[config.mk]
export PLATFORM = sky130hd
export DESIGN_NAME = pipelined_adder
export DESIGN_NICKNAME = d
export VERILOG_FILES = /design/src/rtl/adder_pkg.sv /design/src/rtl/adder_slice.sv /design/src/rtl/pipelined_adder.sv
export SDC_FILE = /design/constraint.sdc
export NUM_CORES = 1
export LEC_CHECK = 0
export BUFFER_PORTS_ARGS = -buffer_cell sky130_fd_sc_hd__buf_2
export CAP_MARGIN = 10
export CORE_ASPECT_RATIO = 0.7
export CORE_MARGIN = 2
export CORE_UTILIZATION = 55
export DETAILED_ROUTE_END_ITERATION = 16
export PLACE_DENSITY = 0.86
export SYNTH_ARGS = -nofsm -noshare
export SYNTH_HDL_FRONTEND = slang
export SYNTH_HIERARCHICAL = 1
export SYNTH_SLANG_ARGS = --single-unit
[constraint.sdc]
create_clock -name clock -period 7.08 [get_ports clock]
set_input_delay 0.354 -clock clock [delete_from_list [all_inputs] [get_ports clock]]
set_output_delay 0.354 -clock clock [all_outputs]
set_load 0.01 [all_outputs]
[src/rtl/adder_pkg.sv]
// Shared definitions for the pipelined add/subtract unit.
// Optional feature: `PIPELINED_ADDER_SATURATE_EN adds a per-op saturate bit.
package adder_pkg;

    // Operation mode as presented on in_sub
    localparam logic ADD_OP_ADD = 1'b0;
    localparam logic ADD_OP_SUB = 1'b1;

    // Per-stage control carried alongside the operand/sum slices:
    // carry into the next slice, running AND of slice-zero bits, saturate request.
    typedef struct packed {
        logic carry;
        logic zero;
`ifdef PIPELINED_ADDER_SATURATE_EN
        logic sat;
`endif
    } stage_ctl_t;

endpackage

[src/rtl/adder_slice.sv]
// Combinational SLICE-bit adder with carry in/out; one instance per pipeline stage.
module adder_slice #(
    parameter int SLICE = 8
) (
    input  logic [SLICE-1:0] a,
    input  logic [SLICE-1:0] b,
    input  logic             cin,
    output logic [SLICE-1:0] sum,
    output logic             cout
);

    // Widen by one bit so the carry falls out of the top of the sum
    assign {cout, sum} = {1'b0, a} + {1'b0, b} + {{SLICE{1'b0}}, cin};

endmodule

[src/rtl/pipelined_adder.sv]
// Pipelined add/subtract unit: WIDTH-bit add split into STAGES carry-chained
// slices, one slice per clock stage, with a valid/ready handshake on both sides.
// Optional feature: `PIPELINED_ADDER_SATURATE_EN adds in_sat (signed clamp on overflow).
module pipelined_adder
    import adder_pkg::*;
#(
    parameter int WIDTH     = 32,
    parameter int STAGES    = 4,
    parameter int TAG_WIDTH = 4
) (
    input  logic                 clock,
    input  logic                 reset,
    input  logic                 in_valid,
    output logic                 in_ready,
    input  logic                 in_sub,
    input  logic [TAG_WIDTH-1:0] in_tag,
`ifdef PIPELINED_ADDER_SATURATE_EN
    input  logic                 in_sat,
`endif
    input  logic [WIDTH-1:0]     operand_a,
    input  logic [WIDTH-1:0]     operand_b,
    output logic                 out_valid,
    input  logic                 out_ready,
    output logic [WIDTH-1:0]     result,
    output logic [TAG_WIDTH-1:0] out_tag,
    output logic                 carry_out,
    output logic                 overflow,
    output logic                 zero
);

    localparam int SLICE = WIDTH / STAGES;

    if (STAGES < 1 || (WIDTH % STAGES) != 0) begin : g_param_chk
        $error("pipelined_adder: WIDTH (%0d) must be a multiple of STAGES (%0d)", WIDTH, STAGES);
    end

    // Index k holds the inputs of stage k: index 0 comes straight from the
    // ports, index k>0 is the register written by stage k-1.
    logic [WIDTH-1:0]     a_pipe   [STAGES];
    logic [WIDTH-1:0]     b_pipe   [STAGES];
    logic [WIDTH-1:0]     sum_pipe [STAGES];
    logic [TAG_WIDTH-1:0] tag_pipe [STAGES];
    stage_ctl_t           ctl_pipe [STAGES];
    stage_ctl_t           ctl_in;

    // vld_pipe[k] is the valid bit of the register behind stage k-1;
    // vld_pipe[STAGES] is the output register.
    logic [STAGES:1] vld_pipe;
    logic [STAGES:1] load;

    // Stage-0 inputs: subtract is a + ~b + 1
    assign a_pipe[0]   = operand_a;
    assign b_pipe[0]   = (in_sub == ADD_OP_SUB) ? ~operand_b : operand_b;
    assign sum_pipe[0] = '0;
    assign tag_pipe[0] = in_tag;
    assign ctl_pipe[0] = ctl_in;

    // Control word entering stage 0
    always_comb begin
        ctl_in       = '0;
        ctl_in.carry = (in_sub == ADD_OP_SUB);
        ctl_in.zero  = 1'b1;
`ifdef PIPELINED_ADDER_SATURATE_EN
        ctl_in.sat   = in_sat;
`endif
    end

    // A register loads when it or any register downstream of it is empty, or
    // the consumer takes the output: bubbles collapse, full pipe streams.
    for (genvar k = 1; k <= STAGES; k++) begin : g_load
        assign load[k] = out_ready | ~(&vld_pipe[STAGES:k]);
    end

    assign in_ready  = load[1];
    assign out_valid = vld_pipe[STAGES];

    // Valid shift register, advancing only where a register loads
    always_ff @(posedge clock or posedge reset) begin
        if (reset) begin
            vld_pipe <= '0;
        end else begin
            if (load[1]) vld_pipe[1] <= in_valid;
            for (int k = 2; k <= STAGES; k++) begin
                if (load[k]) vld_pipe[k] <= vld_pipe[k-1];
            end
        end
    end

    for (genvar k = 0; k < STAGES; k++) begin : g_stage
        logic [SLICE-1:0] s;
        logic             co;
        logic [WIDTH-1:0] sum_nx;
        logic             zero_nx;

        adder_slice #(.SLICE(SLICE)) u_slice (
            .a    (a_pipe[k][k*SLICE +: SLICE]),
            .b    (b_pipe[k][k*SLICE +: SLICE]),
            .cin  (ctl_pipe[k].carry),
            .sum  (s),
            .cout (co)
        );

        // Merge this slice into the partial sum built by earlier stages
        always_comb begin
            sum_nx                      = sum_pipe[k];
            sum_nx[k*SLICE +: SLICE]    = s;
        end

        assign zero_nx = ctl_pipe[k].zero & (s == '0);

        if (k < STAGES-1) begin : g_mid
            stage_ctl_t ctl_nx;

            // Control word handed to the next stage
            always_comb begin
                ctl_nx       = ctl_pipe[k];
                ctl_nx.carry = co;
                ctl_nx.zero  = zero_nx;
            end

            // Stage register: operands, partial sum, tag and control move on together
            always_ff @(posedge clock or posedge reset) begin
                if (reset) begin
                    a_pipe[k+1]   <= '0;
                    b_pipe[k+1]   <= '0;
                    sum_pipe[k+1] <= '0;
                    tag_pipe[k+1] <= '0;
                    ctl_pipe[k+1] <= '0;
                end else if (load[k+1]) begin
                    a_pipe[k+1]   <= a_pipe[k];
                    b_pipe[k+1]   <= b_pipe[k];
                    sum_pipe[k+1] <= sum_nx;
                    tag_pipe[k+1] <= tag_pipe[k];
                    ctl_pipe[k+1] <= ctl_nx;
                end
            end
        end else begin : g_last
            logic             ovf;
            logic [WIDTH-1:0] res_fin;
            logic             zero_fin;

            // Signed overflow: operands (b already inverted for sub) agree in
            // sign but the result sign differs
            assign ovf = (a_pipe[k][WIDTH-1] == b_pipe[k][WIDTH-1]) &
                         (sum_nx[WIDTH-1] != a_pipe[k][WIDTH-1]);

            // Final result, optionally clamped to the signed range
            always_comb begin
                res_fin  = sum_nx;
                zero_fin = zero_nx;
`ifdef PIPELINED_ADDER_SATURATE_EN
                if (ctl_pipe[k].sat && ovf) begin
                    // Operand sign tells the overflow direction
                    res_fin  = a_pipe[k][WIDTH-1] ? {1'b1, {(WIDTH-1){1'b0}}}
                                                  : {1'b0, {(WIDTH-1){1'b1}}};
                    zero_fin = 1'b0;
                end
`endif
            end

            // Output register; holds while the consumer stalls
            always_ff @(posedge clock or posedge reset) begin
                if (reset) begin
                    result    <= '0;
                    out_tag   <= '0;
                    carry_out <= 1'b0;
                    overflow  <= 1'b0;
                    zero      <= 1'b0;
                end else if (load[STAGES]) begin
                    result    <= res_fin;
                    out_tag   <= tag_pipe[k];
                    carry_out <= co;
                    overflow  <= ovf;
                    zero      <= zero_fin;
                end
            end
        end
    end

endmodule
Word level (Yosys, flattened, before mapping)
Cells that the tools add are included.
- bits in registers: 301
- input bits: 73
- output and inout port bits: 41
- logic and storage cells: 58
- add/subtract/negate cells: 8
- equality and inequality tests: 2
- multiplexer cells: 1
- bitwise gates (word level): 13
- reduce and logical (&&, ||, !) cells: 7
- operator list (cell ; number):
    $add A8 B8 Y9 ; 4
    $add A9 B1 Y9 ; 4
    $logic_not A8 Y1 ; 4
    $mux W32 ; 1
    $not A32 Y32 ; 1
    $and A1 B1 Y1 ; 4
    $not A1 Y1 ; 4
    $or A1 B1 Y1 ; 4
    $reduce_and A4 Y1 ; 1
    $reduce_and A3 Y1 ; 1
    $reduce_and A2 Y1 ; 1
    $eq A1 B1 Y1 ; 1
    $ne A1 B1 Y1 ; 1

Depth between registers and ports, before layout
Gate-level depths: netlist (run 1).
- depth after elaboration: 5
- depth in mapped cells: 11
- depth with buffers taken out: 9

Cells and area by module
Netlist (run 1), hierarchy kept.
- modules (own cells, without submodules) (module ; times used ; cells each ; area an instance (µm²) ; seq. area each (µm²)):
    pipelined_adder ; 1 ; 605 ; 8101.5 ; 5129.9
    adder_slice at g_stage[0].u_slice ... ; 2 ; 40 ; 331.6 ; 0.0
    adder_slice at g_stage[2].u_slice ... ; 2 ; 42 ; 331.6 ; 0.0

Worst setup path after synthesis (run 1)
OpenSTA, ideal clock, no wires.
- path kind: in2reg
- start point: input port in_sub
- end point: register ctl_pipe[4] in the netlist's numbering
- library setup time: 0.083 ns
- data arrival time: 2.537 ns
- data required time: 6.997 ns
- path slack: 4.460 ns
- cell stages on the path: 11
- path buffers: 2
- path through: buf_2 -> buf_2 -> xor2_1 -> fa_1 -> fa_1 -> a21oi_1 -> o21bai_1 -> xor2_1 -> nor4_1 -> nand2_1 -> o21ai_0
- RTL lines (element ; RTL line ; text):
    start: declaration ; pipelined_adder.sv:15 ; input logic in_sub,
    end signal: indexed assignment ; pipelined_adder.sv:134 ; ctl_pipe[k+1] <= ctl_nx;
    end: declaration ; pipelined_adder.sv:43 ; stage_ctl_t ctl_pipe [STAGES];

==> metrics.txt, run 1 <==
# TYPE chip_impl_metric gauge
chip_impl_metric{name="layout.core_utilization",unit="%"} 63.9
chip_impl_metric{name="totalPowerFinal",unit="W"} 0.00399
chip_impl_info{name="final_common_cell",value="dfrtp_1"} 1
chip_impl_metric{name="maxCapViolCount",unit=""} 0
chip_impl_metric{name="fin_crit_sh",unit="%"} 39.4
chip_impl_metric{name="antenna_left",unit=""} 0
chip_impl_metric{name="netlist-cell-type-count",unit=""} 40
chip_impl_metric{name="final_cells",unit=""} 1117
chip_impl_metric{name="layout.area.seq",unit="µm²"} 5130
chip_impl_metric{name="fin_crit_period",unit="ps"} 2790
chip_impl_metric{name="layout-drive-gt1-share",unit="%"} 33.4
chip_impl_info{name="busiest_metal_layer_after_global_routing",value="met1"} 1
chip_impl_metric{name="drtIter0Drc",unit=""} 439
chip_impl_metric{name="vias_in_the_first_global_route",unit=""} 6092
chip_impl_metric{name="core_area",unit="µm²"} 17000
chip_impl_metric{name="grt_overflow",unit=""} 0
chip_impl_metric{name="gp_routability_congestion",unit=""} 0.835
chip_impl_metric{name="multiInputGateArea",unit="µm²"} 4050
chip_impl_metric{name="met3_usage",unit="%"} 3.60
chip_impl_info{name="cts_tree",value="built"} 1
chip_impl_metric{name="cp_data_arrival_time",unit="ps"} 3190
chip_impl_info{name="worst_setup_path_end_kind",value="flip-flop"} 1
chip_impl_metric{name="postCtsHoldBufs",unit=""} 0
chip_impl_metric{name="final.setup_skew",unit="ps"} 8.38
chip_impl_metric{name="cts-resized-gates",unit=""} 0
chip_impl_info{name="outcome",value="finished, final reports clean"} 1
chip_impl_metric{name="avgSynthCellArea",unit="µm²"} 12.3
chip_impl_metric{name="post_synth_inst_count",unit=""} 769
chip_impl_metric{name="gr-usage-met2",unit="%"} 32.4
chip_impl_metric{name="drtPass1Iterations",unit=""} 4
chip_impl_metric{name="synth-seq-area-share",unit="%"} 54.4
chip_impl_metric{name="syn-num-nets",unit=""} 878
chip_impl_metric{name="start_util",unit="%"} 55.6
chip_impl_metric{name="placementRows",unit=""} 40
chip_impl_metric{name="peakVddDrop",unit="mV"} 0.168
chip_impl_metric{name="grt_use_total",unit="%"} 21.5
chip_impl_metric{name="reg2reg_depth",unit=""} 9
chip_impl_metric{name="layout-area-overhead-vs-synth",unit="%"} 15.0
chip_impl_metric{name="io-pin-count",unit=""} 114
chip_impl_metric{name="die_area",unit="µm²"} 18200
chip_impl_metric{name="leakage",unit="nW"} 5.05
chip_impl_info{name="criticalPathCategory",value="input pin to flip-flop"} 1
chip_impl_metric{name="die-width",unit="µm"} 160
chip_impl_metric{name="finalMaxSlewViolations",unit=""} 0
chip_impl_metric{name="detail_route.vias_per_cell",unit=""} 5.46
chip_impl_metric{name="grt_max_degree",unit=""} 129
chip_impl_metric{name="post_synth_instance_area",unit="µm²"} 9430
chip_impl_metric{name="drcViolationCount",unit=""} 0
chip_impl_metric{name="detailroute.via_count",unit=""} 6098
chip_impl_metric{name="portBuffers",unit=""} 113
chip_impl_metric{name="grt_antenna_before_repair",unit=""} 0
chip_impl_metric{name="setup-tns-final",unit="ps"} 0
chip_impl_metric{name="finalNetCount",unit=""} 982
chip_impl_info{name="layout.cells.most_common_list",value="205 x dfrtp_1, 126 x nand2_1, 113 x buf_2, 107 x mux2_2, 34 x nand3_1"} 1
chip_impl_info{name="rsz_0062_raised_after_global_routing",value="no"} 1
chip_impl_metric{name="setup_viol_count_final",unit=""} 0
chip_impl_metric{name="max_slew.worst_pin.slew",unit="ps"} 1030
chip_impl_info{name="timing.critical_path.from_type",value="input pin"} 1
chip_impl_metric{name="totalWireLength",unit="µm"} 18900
chip_impl_metric{name="clk_pin_slew_worst_paths",unit="ps"} 70
chip_impl_metric{name="clockBufferDepth",unit=""} 3
chip_impl_metric{name="powerDensity",unit="nW/µm²"} 368
chip_impl_metric{name="fin_worst_hold_slack",unit="ps"} 30.6
chip_impl_info{name="clock-root-buffer",value="clkbuf_16"} 1
chip_impl_metric{name="num-fill-cells",unit=""} 1289
chip_impl_metric{name="wire_per_inst",unit="µm"} 16.9
chip_impl_metric{name="grt_use_met1",unit="%"} 33.0
chip_impl_metric{name="max-slew-margin-rel",unit="%"} 31.3
chip_impl_metric{name="worst-endpoint-required",unit="ps"} 7480
chip_impl_info{name="min_path_type",value="input pin to asynchronous set/reset pin"} 1
chip_impl_metric{name="grt_first_pass_wirelength",unit="µm"} 31600
chip_impl_metric{name="critPathMaxFanout",unit=""} 33
chip_impl_metric{name="antennaDiodeCount",unit=""} 0
chip_impl_metric{name="dp_hpwl",unit="µm"} 12800
chip_impl_metric{name="placed_instance_count",unit=""} 1082
chip_impl_metric{name="cts_inserted_buffers",unit=""} 20
chip_impl_metric{name="achievable-frequency",unit="MHz"} 359
chip_impl_metric{name="clock_latency",unit="ps"} 490
chip_impl_metric{name="ys.warnings.count",unit=""} 6
chip_impl_metric{name="post_cts.repair.setup_buffers",unit=""} 0
chip_impl_metric{name="die_height",unit="µm"} 114
chip_impl_metric{name="clock_tree.htree_level_count",unit=""} 1
chip_impl_metric{name="numClockSinks",unit=""} 205
chip_impl_metric{name="timing_hold_violations_final",unit=""} 0
chip_impl_metric{name="ys_ff_latch",unit=""} 205
==> critical path, stage by stage <==
cell and delay, ps:
buf_2 680, xor2_1 190, fa_1 490, fa_1 430, a21oi_1 250, o21bai_1 110, xor2_1 160, nor4_1 270
nand2_1 90, o21ai_0 160
==> flip-flops by register name, summed over array words and instances (netlist names) <==
signal and cells:
a_pipe 48, overflow 1, b_pipe 48, ctl_pipe 6, zero 1, g_stage.sum_nx 24, result 32, vld_pipe 4
out_tag 4, g_stage.g_last.res_fin 24, carry_out 1, tag_pipe 12
==> cell usage after synthesis <==
| cell | instances | area, µm² |
|---|---|---|
| a2111oi_0 | 2 | 17.5 |
| nor3_1 | 9 | 45.0 |
| mux2_2 | 107 | 1200 |
| ha_1 | 28 | 350 |
| nor2b_1 | 7 | 43.8 |
| nand2_1 | 126 | 473 |
| a221oi_1 | 2 | 17.5 |
| inv_1 | 9 | 33.8 |
| a311o_1 | 8 | 80.1 |
| a21oi_2 | 2 | 17.5 |
| buf_2 | 12 | 60.1 |
| dfrtp_1 | 205 | 5130 |
| and3b_1 | 1 | 8.76 |
| a21o_1 | 8 | 60.1 |
| nand3b_1 | 4 | 30.0 |
| o21bai_1 | 4 | 30.0 |
| o21a_1 | 2 | 15.0 |
| and4b_1 | 1 | 10.0 |
| nand3_1 | 34 | 170 |
| inv_2 | 4 | 15.0 |
| nand2b_1 | 6 | 37.5 |
| nor2_1 | 5 | 18.8 |
| nand4b_1 | 2 | 17.5 |
| clkbuf_1 | 19 | 71.3 |
| o211ai_1 | 2 | 15.0 |
| fa_1 | 8 | 160 |
| nand4_1 | 2 | 12.5 |
| buf_4 | 1 | 7.51 |
| xor2_1 | 16 | 140 |
| o21ai_0 | 33 | 165 |
| xnor2_1 | 32 | 280 |
| or2_2 | 1 | 6.26 |
| inv_4 | 1 | 6.26 |
| and2_1 | 1 | 6.26 |
| mux2_4 | 28 | 420 |
| buf_6 | 5 | 56.3 |
| a21oi_1 | 19 | 95.1 |
| mux2i_1 | 2 | 20.0 |
| o221a_2 | 2 | 22.5 |
| nor4_1 | 9 | 56.3 |
==> per-layer routing <==
metal | wire length (µm) | part of all wire (%)
met4 | 353 | 1.9
met1 | 9360 | 50
met3 | 925 | 4.9
met2 | 8230 | 44
met5 | 0 | 0
==> final cells by class <==
type | count | share of cell area, %
sequential | 205 | 47.3
inverter | 14 | 0.577
timing repair buffer | 119 | 5.63
tap | 231 | 2.67
clock buffer | 28 | 5.18
clock inverter | 7 | 1.25
multi-input combinational | 513 | 37.4
==> stage by stage <==
step	area, µm²	worst slack (ps)
after floorplan	9430	1130
after global placement	10100	3910
after detailed placement	10100	3770
after CTS	10800	4270
after global routing	10800	4030
final	10800	4290
==> logic make-up (layout without fill, tap and decap cells) <==
kind of cell / count (synthesis) / in the layout / synth area share (%)
buffers and inverters: 51 / 168 / 2.65
adder cells (fa/ha/maj): 36 / 36 / 5.41
AND/OR/NAND/NOR: 208 / 208 / 9.93
multiplexers: 137 / 137 / 17.5
flip-flops: 205 / 205 / 54.4
AO/OA/AOI/OAI: 84 / 84 / 5.68
XOR/XNOR: 48 / 48 / 4.46
==> power breakdown <==
| part | internal (W) | total (W) | switching, W |
|---|---|---|---|
| registers | 0.00151 | 0.00172 | 0.000211 |
| clock network | 0.000700 | 0.00113 | 0.000432 |
| logic | 0.000543 | 0.00114 | 0.000596 |
| total | 0.00275 | 0.00399 | 0.00124 |
==> path summary, 6_finish.rpt <==
path | startpoint | to | slack [ps]
hold reg to reg | result[4] | result[4] | 460
min in group clock | in_valid | vld_pipe[1] | 60
setup / recovery | in_sub | ctl_pipe[4] | 4290
max in group asynchronous | reset | g_stage[2].sum_nx[5] | 5470
setup reg to reg | a_pipe[24] | zero | 4520
hold / removal | reset | a_pipe[57] | 30
Note: power is estimated with default switching activity, not from simulation.
==> inputs of run 2 (changes only) <==
Settings changed: ABC_AREA set to 1, CORE_UTILIZATION 55 to 53.
Clock period 7.08 ns to 2.5 ns, I/O delays scaled along.
==> run 2 against run 1 <==
  * Wire length up 19%
  * Via count up 29%
  * Non-clock buffer count up 64
  * Setup slack worse by 4000 ps
  * Final cell count up 38%
  * Synthesized cell count up 48%
  * Sequential power rose to 2.7 times the previous value
  * Register-to-register slack worse by 4200 ps
  * Critical path depth down 5
  * Clock power rose to 2.8 times the previous value
  * Count of clock-buffer cells in the layout up 3
  * Combinational power rose to 2.9 times the previous value
  * Critical endpoint is now in_ready
  * Highest routed layer unchanged
==> metrics.txt, run 2 <==
# TYPE chip_impl_metric gauge
chip_impl_info{name="outcome",value="finished, final reports clean"} 1
chip_impl_metric{name="dp_hpwl",unit="µm"} 15000
chip_impl_metric{name="power.combinational.fraction",unit="%"} 29.5
chip_impl_metric{name="drcViolationCount",unit=""} 0
chip_impl_metric{name="critPathMaxFanout",unit=""} 52
chip_impl_info{name="reg.largest.list",value="a_pipe: 48 flops, b_pipe: 48 flops, result: 32 flops"} 1
chip_impl_metric{name="grt_overflow",unit=""} 0
chip_impl_info{name="min_path_type",value="input pin to flip-flop"} 1
chip_impl_metric{name="peakVddDrop",unit="mV"} 0.503
chip_impl_metric{name="avgSynthCellArea",unit="µm²"} 8.60
chip_impl_metric{name="layout-area-overhead-vs-synth",unit="%"} 20.7
chip_impl_metric{name="post_synth_inst_count",unit=""} 1136
chip_impl_metric{name="cp_data_arrival_time",unit="ps"} 2070
chip_impl_info{name="cts_tree",value="built"} 1
chip_impl_metric{name="vias_in_the_first_global_route",unit=""} 7526
chip_impl_metric{name="grt_antenna_before_repair",unit=""} 0
chip_impl_metric{name="max-slew-margin-rel",unit="%"} 57.3
chip_impl_metric{name="portBuffers",unit=""} 113
chip_impl_metric{name="clockBufferDepth",unit=""} 3
chip_impl_info{name="synth_most_common_cell",value="nand2_1"} 1
chip_impl_metric{name="die_height",unit="µm"} 118
chip_impl_info{name="clock-root-buffer",value="clkbuf_16"} 1
chip_impl_info{name="worst_hold_startpoint",value="operand_a[0]"} 1
chip_impl_metric{name="fin_crit_period",unit="ps"} 2200
chip_impl_metric{name="finalMaxSlewViolations",unit=""} 0
chip_impl_metric{name="worst-endpoint-required",unit="ps"} 2380
chip_impl_info{name="layout.cells.most_common_list",value="469 x nand2_1, 204 x dfrtp_1, 113 x buf_2, 78 x inv_1, 78 x nand3_1"} 1
chip_impl_metric{name="max_slew.worst_pin.slew",unit="ps"} 640
chip_impl_metric{name="antennaDiodeCount",unit=""} 0
chip_impl_metric{name="detail_route.vias_per_cell",unit=""} 5.09
chip_impl_metric{name="p_sw",unit="W"} 0.00376
chip_impl_metric{name="syn-num-nets",unit=""} 1245
chip_impl_info{name="dominantRegCellSynth",value="dfrtp_1"} 1
chip_impl_metric{name="drtPass1Iterations",unit=""} 5
chip_impl_metric{name="synth_enable_flop_cells",unit=""} 0
chip_impl_metric{name="antenna_left",unit=""} 0
chip_impl_info{name="worstSetupEndpoint",value="in_ready"} 1
chip_impl_metric{name="totalPowerFinal",unit="W"} 0.0112
chip_impl_metric{name="netlist-cell-type-count",unit=""} 27
chip_impl_info{name="criticalPathCategory",value="flip-flop to output port"} 1
chip_impl_metric{name="setup-tns-final",unit="ps"} 0
chip_impl_metric{name="drtIter0Drc",unit=""} 765
chip_impl_info{name="timing.critical_path.from_type",value="flip-flop"} 1
chip_impl_metric{name="cellInternalPower",unit="W"} 0.00741
chip_impl_metric{name="grt_first_pass_wirelength",unit="µm"} 37700
chip_impl_metric{name="io-pin-count",unit=""} 114
chip_impl_info{name="cp-startpoint",value="vld_pipe[4]"} 1
chip_impl_metric{name="layout.core_utilization",unit="%"} 65.3
chip_impl_metric{name="reg2reg_depth",unit=""} 13
chip_impl_metric{name="layout-drive-gt1-share",unit="%"} 15.9
chip_impl_info{name="r2r-start",value="a_pipe[72]"} 1
chip_impl_metric{name="finalNetCount",unit=""} 1400
chip_impl_metric{name="num-fill-cells",unit=""} 1418
chip_impl_metric{name="grt_use_total",unit="%"} 23.3
chip_impl_metric{name="core_area",unit="µm²"} 18100
chip_impl_metric{name="wire_per_inst",unit="µm"} 14.6
chip_impl_metric{name="cts-resized-gates",unit=""} 0
chip_impl_info{name="worst_setup_path_end_kind",value="output port"} 1
chip_impl_metric{name="fin_worst_hold_slack",unit="ps"} 97.0
chip_impl_metric{name="layout.area.seq",unit="µm²"} 5130
chip_impl_metric{name="sequentialPowerShare",unit="%"} 42.1
chip_impl_metric{name="setup_viol_count_final",unit=""} 0
chip_impl_metric{name="die_area",unit="µm²"} 19500
chip_impl_metric{name="post_synth_instance_area",unit="µm²"} 9770
chip_impl_metric{name="gp_routability_congestion",unit=""} 0.860
chip_impl_metric{name="clk_pin_slew_worst_paths",unit="ps"} 60
chip_impl_metric{name="start_util",unit="%"} 54.1
chip_impl_metric{name="leakage",unit="nW"} 6.31
chip_impl_metric{name="numClockSinks",unit=""} 205
chip_impl_metric{name="cts_inserted_buffers",unit=""} 21
chip_impl_metric{name="ys_ff_latch",unit=""} 205
chip_impl_metric{name="post_cts.repair.setup_buffers",unit=""} 0
chip_impl_info{name="rsz_0062_raised_after_global_routing",value="no"} 1
chip_impl_metric{name="async_reset_ff_share",unit="%"} 100
chip_impl_info{name="cell_accounting_for_the_most_synthesized_area",value="dfrtp_1"} 1
chip_impl_info{name="worstReg2RegEnd",value="ctl_pipe[2]"} 1
chip_impl_metric{name="detailroute.via_count",unit=""} 7851
chip_impl_info{name="final_common_cell",value="nand2_1"} 1
chip_impl_info{name="synth.top_cells.by_count",value="469 x nand2_1, 205 x dfrtp_1, 79 x inv_1"} 1
chip_impl_metric{name="powerDensity",unit="nW/µm²"} 947
chip_impl_metric{name="final.setup_skew",unit="ps"} 8.88
chip_impl_metric{name="power_switching_share",unit="%"} 33.7
chip_impl_metric{name="ys.warnings.count",unit=""} 6
chip_impl_metric{name="multiInputGateArea",unit="µm²"} 4010
chip_impl_metric{name="grt_max_degree",unit=""} 79
chip_impl_info{name="synthTopCellsByArea",value="dfrtp_1 53%, nand2_1 18%, nand3_1 4.0%, ha_1 3.6%, xor2_1 3.2%"} 1
chip_impl_metric{name="placed_instance_count",unit=""} 1449
chip_impl_metric{name="timing_hold_violations_final",unit=""} 0
chip_impl_metric{name="clock_latency",unit="ps"} 490
chip_impl_metric{name="achievable-frequency",unit="MHz"} 455
chip_impl_metric{name="synth_top_cell_area_share",unit="%"} 52.5
chip_impl_metric{name="clock_tree.htree_level_count",unit=""} 1
chip_impl_metric{name="setup.reg_to_reg.worst_slack",unit="ps"} 320
chip_impl_metric{name="placementRows",unit=""} 41
chip_impl_metric{name="synth-seq-area-share",unit="%"} 52.5
chip_impl_metric{name="die-width",unit="µm"} 166
chip_impl_metric{name="final_cells",unit=""} 1541
chip_impl_metric{name="clockPowerShare",unit="%"} 28.4
chip_impl_metric{name="fin_crit_sh",unit="%"} 87.9
chip_impl_metric{name="totalWireLength",unit="µm"} 22500
chip_impl_metric{name="maxCapViolCount",unit=""} 0
run 2: cell count changes after synthesis, moves of 24 or more:
cell / delta
xnor2_1: -24
nand3_1: +44
mux2_2: -107
inv_1: +70
mux2_4: -28
o21ai_1: +33
nand2_1: +343
nor2_1: +27
run 2: what timing repair did:
| action | 4_1_cts | 5_1_grt |
|---|---|---|
| endpoints found under the hold margin | 72 | 0 |
| setup endpoints to repair | 0 | 0 |
| hold buffers | 55 | 0 |
run 2: logic make-up (layout without fill, tap and decap cells):
group	count (synthesis)	in the layout	synth area share [%]
AND/OR/NAND/NOR	622	622	27.0
flip-flops	205	205	52.5
buffers and inverters	136	305	6.48
AO/OA/AOI/OAI	93	93	4.78
XOR/XNOR	44	44	3.95
adder cells (fa/ha/maj)	36	36	5.23
run 2: per-stage QoR:
stage	area (µm²)	worst slack (ps)
floorplan	9770	-283
global placement	10500	352
detailed placement	10500	324
CTS	11800	311
global route	11800	145
finish	11800	303
run 2: critical path, stage by stage (launching register included):
cell     delay, ps
dfrtp_1        410
nand3_1        140
nor2_4         270
nand2_2        300
buf_12         280
buf_2          160
run 2: power by group through the flow:
| stage | clock, W | combinational (W) | sequential [W] |
|---|---|---|---|
| 4_1_cts | 0.00321 | 0.00329 | 0.00470 |
| 2_1_floorplan | 0 | 0.00218 | 0.00472 |
| 6_report | 0.00317 | 0.00329 | 0.00470 |
| 3_5_place_dp | 0 | 0.00319 | 0.00475 |
| 5_1_grt | 0.00336 | 0.00374 | 0.00481 |
| 3_3_place_gp | 0 | 0.00306 | 0.00471 |
run 2: layer usage:
metal	GRT usage [%]	wire, µm
met1	37.0	11100
met4	4.47	405
met2	34.1	9290
met3	4.00	1630
met5	0	0
run 2: worst min-delay path by stage:
| stage | to | slack, ps | depth (start not counted) |
|---|---|---|---|
| finish | g_stage[1].sum_nx[0] | 100 | 4 |
| global placement | b_pipe[92] | 220 | 2 |
| floorplan | vld_pipe[1] | 220 | 2 |
| detailed placement | b_pipe[92] | 220 | 2 |
| CTS | g_stage[1].sum_nx[0] | 80 | 4 |
| global route | g_stage[1].sum_nx[0] | 100 | 4 |
run 2: cell type report:
class / instances / share of cell area (%)
Multi-Input combinational cell: 795 / 34.0
Clock inverter: 6 / 0.700
Clock buffer: 31 / 5.28
Tap cell: 236 / 2.50
Sequential cell: 205 / 43.5
Timing Repair Buffer: 183 / 11.3
Inverter: 85 / 2.74
==> inputs of run 3 (changes only) <==
Settings changed: BUFFER_PORTS_ARGS -buffer_cell sky130_fd_sc_hd__buf_2 to -buffer_cell sky130_fd_sc_hd__clkbuf_2, CORE_UTILIZATION 53 to 38, PLACE_DENSITY 0.86 to 0.68.
==> run 3 against run 2 <==
  * Utilization shrank 19 points
  * Clock skew grew 0.77 ps
  * Combinational power is essentially flat
  * Clock power shrank 2%
  * Flip-flop and latch count is the same
  * Count of clock-buffer cells in the layout shrank 4
  * Sequential power is essentially flat
  * Power shrank 0.82%
  * Hold slack lost 55 ps
  * Final cell count grew 6.2%
  * Via count shrank 4.5%
  * Critical path type is now flip-flop to flip-flop
  * Critical endpoint is now ctl_pipe[2]
  * Largest power group unchanged
  * Highest routed layer unchanged
==> metrics.txt, run 3 (same netlist as run 2, synthesis figures left out) <==
# TYPE chip_impl_metric gauge
chip_impl_metric{name="timing_hold_violations_final",unit=""} 0
chip_impl_metric{name="postCtsHoldBufs",unit=""} 54
chip_impl_metric{name="wire_per_inst",unit="µm"} 13.7
chip_impl_info{name="timing.critical_path.mode_cell",value="nand2_1"} 1
chip_impl_info{name="worst_hold_startpoint",value="operand_b[20]"} 1
chip_impl_metric{name="grt_first_pass_wirelength",unit="µm"} 37900
chip_impl_info{name="outcome",value="finished, final reports clean"} 1
chip_impl_metric{name="cp_data_arrival_time",unit="ps"} 2590
chip_impl_metric{name="layout.core_utilization",unit="%"} 46.4
chip_impl_metric{name="drcViolationCount",unit=""} 0
chip_impl_metric{name="drtIter0Drc",unit=""} 594
chip_impl_metric{name="powerDensity",unit="nW/µm²"} 937
chip_impl_metric{name="finalNetCount",unit=""} 1400
chip_impl_metric{name="die_area",unit="µm²"} 27000
chip_impl_metric{name="antennaDiodeCount",unit=""} 0
chip_impl_metric{name="clk_pin_slew_worst_paths",unit="ps"} 60
chip_impl_info{name="worstReg2RegEnd",value="ctl_pipe[2]"} 1
chip_impl_metric{name="cellInternalPower",unit="W"} 0.00729
chip_impl_info{name="layout.cells.most_common_list",value="469 x nand2_1, 204 x dfrtp_1, 113 x clkbuf_2, 78 x inv_1, 78 x nand3_1"} 1
chip_impl_info{name="rsz_0062_raised_after_global_routing",value="no"} 1
chip_impl_metric{name="setup_viol_count_final",unit=""} 0
chip_impl_metric{name="totalWireLength",unit="µm"} 22500
chip_impl_metric{name="clock_tree.htree_level_count",unit=""} 1
chip_impl_info{name="hold-path-endpoint",value="b_pipe[84]"} 1
chip_impl_info{name="min_path_type",value="input pin to flip-flop"} 1
chip_impl_metric{name="layout-area-overhead-vs-synth",unit="%"} 21.0
chip_impl_metric{name="start_util",unit="%"} 38.4
chip_impl_metric{name="post_cts.repair.setup_buffers",unit=""} 0
chip_impl_metric{name="grt_antenna_before_repair",unit=""} 0
chip_impl_metric{name="detailedPlace.worstSlack",unit="ps"} 312
chip_impl_metric{name="vias_in_the_first_global_route",unit=""} 7199
chip_impl_metric{name="grt_max_degree",unit=""} 92
chip_impl_metric{name="detail_route.vias_per_cell",unit=""} 4.58
chip_impl_metric{name="placementRows",unit=""} 49
chip_impl_metric{name="fin_worst_hold_slack",unit="ps"} 42.3
chip_impl_info{name="r2r-start",value="a_pipe[72]"} 1
chip_impl_metric{name="portBuffers",unit=""} 113
chip_impl_info{name="timing.critical_path.from_type",value="flip-flop"} 1
chip_impl_metric{name="final.setup_skew",unit="ps"} 9.65
chip_impl_metric{name="gp_routability_congestion",unit=""} 0.820
chip_impl_info{name="cts_tree",value="built"} 1
chip_impl_metric{name="clock_latency",unit="ps"} 490
chip_impl_metric{name="layout.area.seq",unit="µm²"} 5130
chip_impl_info{name="cp_cell_sequence",value="fa_1 -> fa_1 -> nand2_1 -> nand2_1 -> nand3b_4 -> nand2_1 -> nand2_1 -> nand2_1 -> nor2_1 -> nand2_1 -> nor2_1 -> nand2_1 -> nand2_1"} 1
chip_impl_metric{name="drtPass1Iterations",unit=""} 5
chip_impl_metric{name="maxCapViolCount",unit=""} 0
chip_impl_metric{name="p_sw",unit="W"} 0.00379
chip_impl_metric{name="io-pin-count",unit=""} 114
chip_impl_metric{name="max-slew-margin-rel",unit="%"} 54.3
chip_impl_metric{name="numClockSinks",unit=""} 205
chip_impl_metric{name="core_area",unit="µm²"} 25400
chip_impl_metric{name="layout-drive-gt1-share",unit="%"} 15.9
chip_impl_metric{name="grt_overflow",unit=""} 0
chip_impl_metric{name="cts-resized-gates",unit=""} 0
chip_impl_metric{name="worst-endpoint-required",unit="ps"} 2930
chip_impl_metric{name="crit_path_max_incr_delay",unit="ps"} 480
chip_impl_info{name="reg.largest.list",value="a_pipe: 48 flops, b_pipe: 48 flops, result: 32 flops"} 1
chip_impl_info{name="worst_setup_path_end_kind",value="flip-flop"} 1
chip_impl_info{name="final_common_cell",value="nand2_1"} 1
chip_impl_metric{name="detailroute.via_count",unit=""} 7494
chip_impl_metric{name="power.combinational.fraction",unit="%"} 29.7
chip_impl_metric{name="setup.reg_to_reg.worst_slack",unit="ps"} 340
chip_impl_metric{name="cts_inserted_buffers",unit=""} 21
chip_impl_metric{name="num-fill-cells",unit=""} 2474
chip_impl_metric{name="clockPowerShare",unit="%"} 28.0
chip_impl_metric{name="setup-tns-final",unit="ps"} 0
chip_impl_metric{name="antenna_left",unit=""} 0
chip_impl_metric{name="die_height",unit="µm"} 138
chip_impl_info{name="cp_top_family",value="adder cells"} 1
chip_impl_metric{name="peakVddDrop",unit="mV"} 0.447
chip_impl_metric{name="fin_crit_period",unit="ps"} 2160
chip_impl_info{name="criticalPathCategory",value="flip-flop to flip-flop"} 1
chip_impl_metric{name="dp_hpwl",unit="µm"} 16100
chip_impl_metric{name="whs_path_depth",unit=""} 4
chip_impl_metric{name="max_slew.worst_pin.slew",unit="ps"} 685
chip_impl_metric{name="sequentialPowerShare",unit="%"} 42.3
chip_impl_metric{name="die-width",unit="µm"} 196
chip_impl_metric{name="critPathMaxFanout",unit=""} 2
chip_impl_metric{name="postLayoutSetupSlackWorst",unit="ps"} 340
chip_impl_metric{name="grt_use_total",unit="%"} 17.3
chip_impl_metric{name="power_switching_share",unit="%"} 34.2
chip_impl_metric{name="achievable-frequency",unit="MHz"} 463
chip_impl_metric{name="path_buf_inv",unit=""} 0
chip_impl_metric{name="multiInputGateArea",unit="µm²"} 4010
chip_impl_metric{name="reg2reg_depth",unit=""} 13
chip_impl_metric{name="leakage",unit="nW"} 6.27
chip_impl_metric{name="clockBufferDepth",unit=""} 3
chip_impl_metric{name="fin_crit_sh",unit="%"} 86.4
chip_impl_info{name="cpMaxStageDelayCell",value="fa_1"} 1
chip_impl_metric{name="finalMaxSlewViolations",unit=""} 0
chip_impl_info{name="clock-root-buffer",value="clkbuf_16"} 1
## run 3: worst max-delay path by stage
stage | from | endpoint | depth (start not counted)
after floorplan | reset | a_pipe[24] | 1
after global placement | in_sub | ctl_pipe[4] | 15
after detailed placement | in_sub | ctl_pipe[4] | 15
after CTS | vld_pipe[4] | in_ready | 5
after global routing | a_pipe[72] | ctl_pipe[2] | 13
final | a_pipe[72] | ctl_pipe[2] | 13
## run 3: layer usage
layer,share of wire (%),wire length [µm],global-route usage (%)
met5,0,0,0
met4,1.5,340,3.42
met3,4.8,1080,2.49
met2,37,8360,22.4
met1,56,12700,29.6
## run 3: worst min-delay path: cells and delay by family
family | cells | cell delay (ps)
simple gates | 2 | 220
buf+inv | 1 | 90
xor+xnor | 1 | 50
## run 3: power groups by stage
stage / logic, W / clock network, W / registers (W)
floorplan: 0.00218 / 0 / 0.00472
global placement: 0.00317 / 0 / 0.00472
detailed placement: 0.00324 / 0 / 0.00474
CTS: 0.00333 / 0.00320 / 0.00469
global route: 0.00378 / 0.00332 / 0.00480
finish: 0.00329 / 0.00310 / 0.00468
## run 3: final cells by class
cell class / count / share of cell area (%)
Inverter: 85 / 2.73
Sequential cell: 205 / 43.4
Timing Repair Buffer: 183 / 10.6
Tap cell: 331 / 3.51
Clock buffer: 27 / 4.81
Multi-Input combinational cell: 795 / 33.9
Clock inverter: 10 / 1.01
## run 3: stage by stage
stage / cell area [µm²] / std cells / power, W
final: 11800 / 1636 / 0.0111
after global routing: 11800 / 1636 / 0.0119
after CTS: 11800 / 1636 / 0.0112
after detailed placement: 10600 / 1545 / 0.00798
after global placement: 10600 / 1545 / 0.00788
after floorplan: 9770 / 1136 / 0.00690
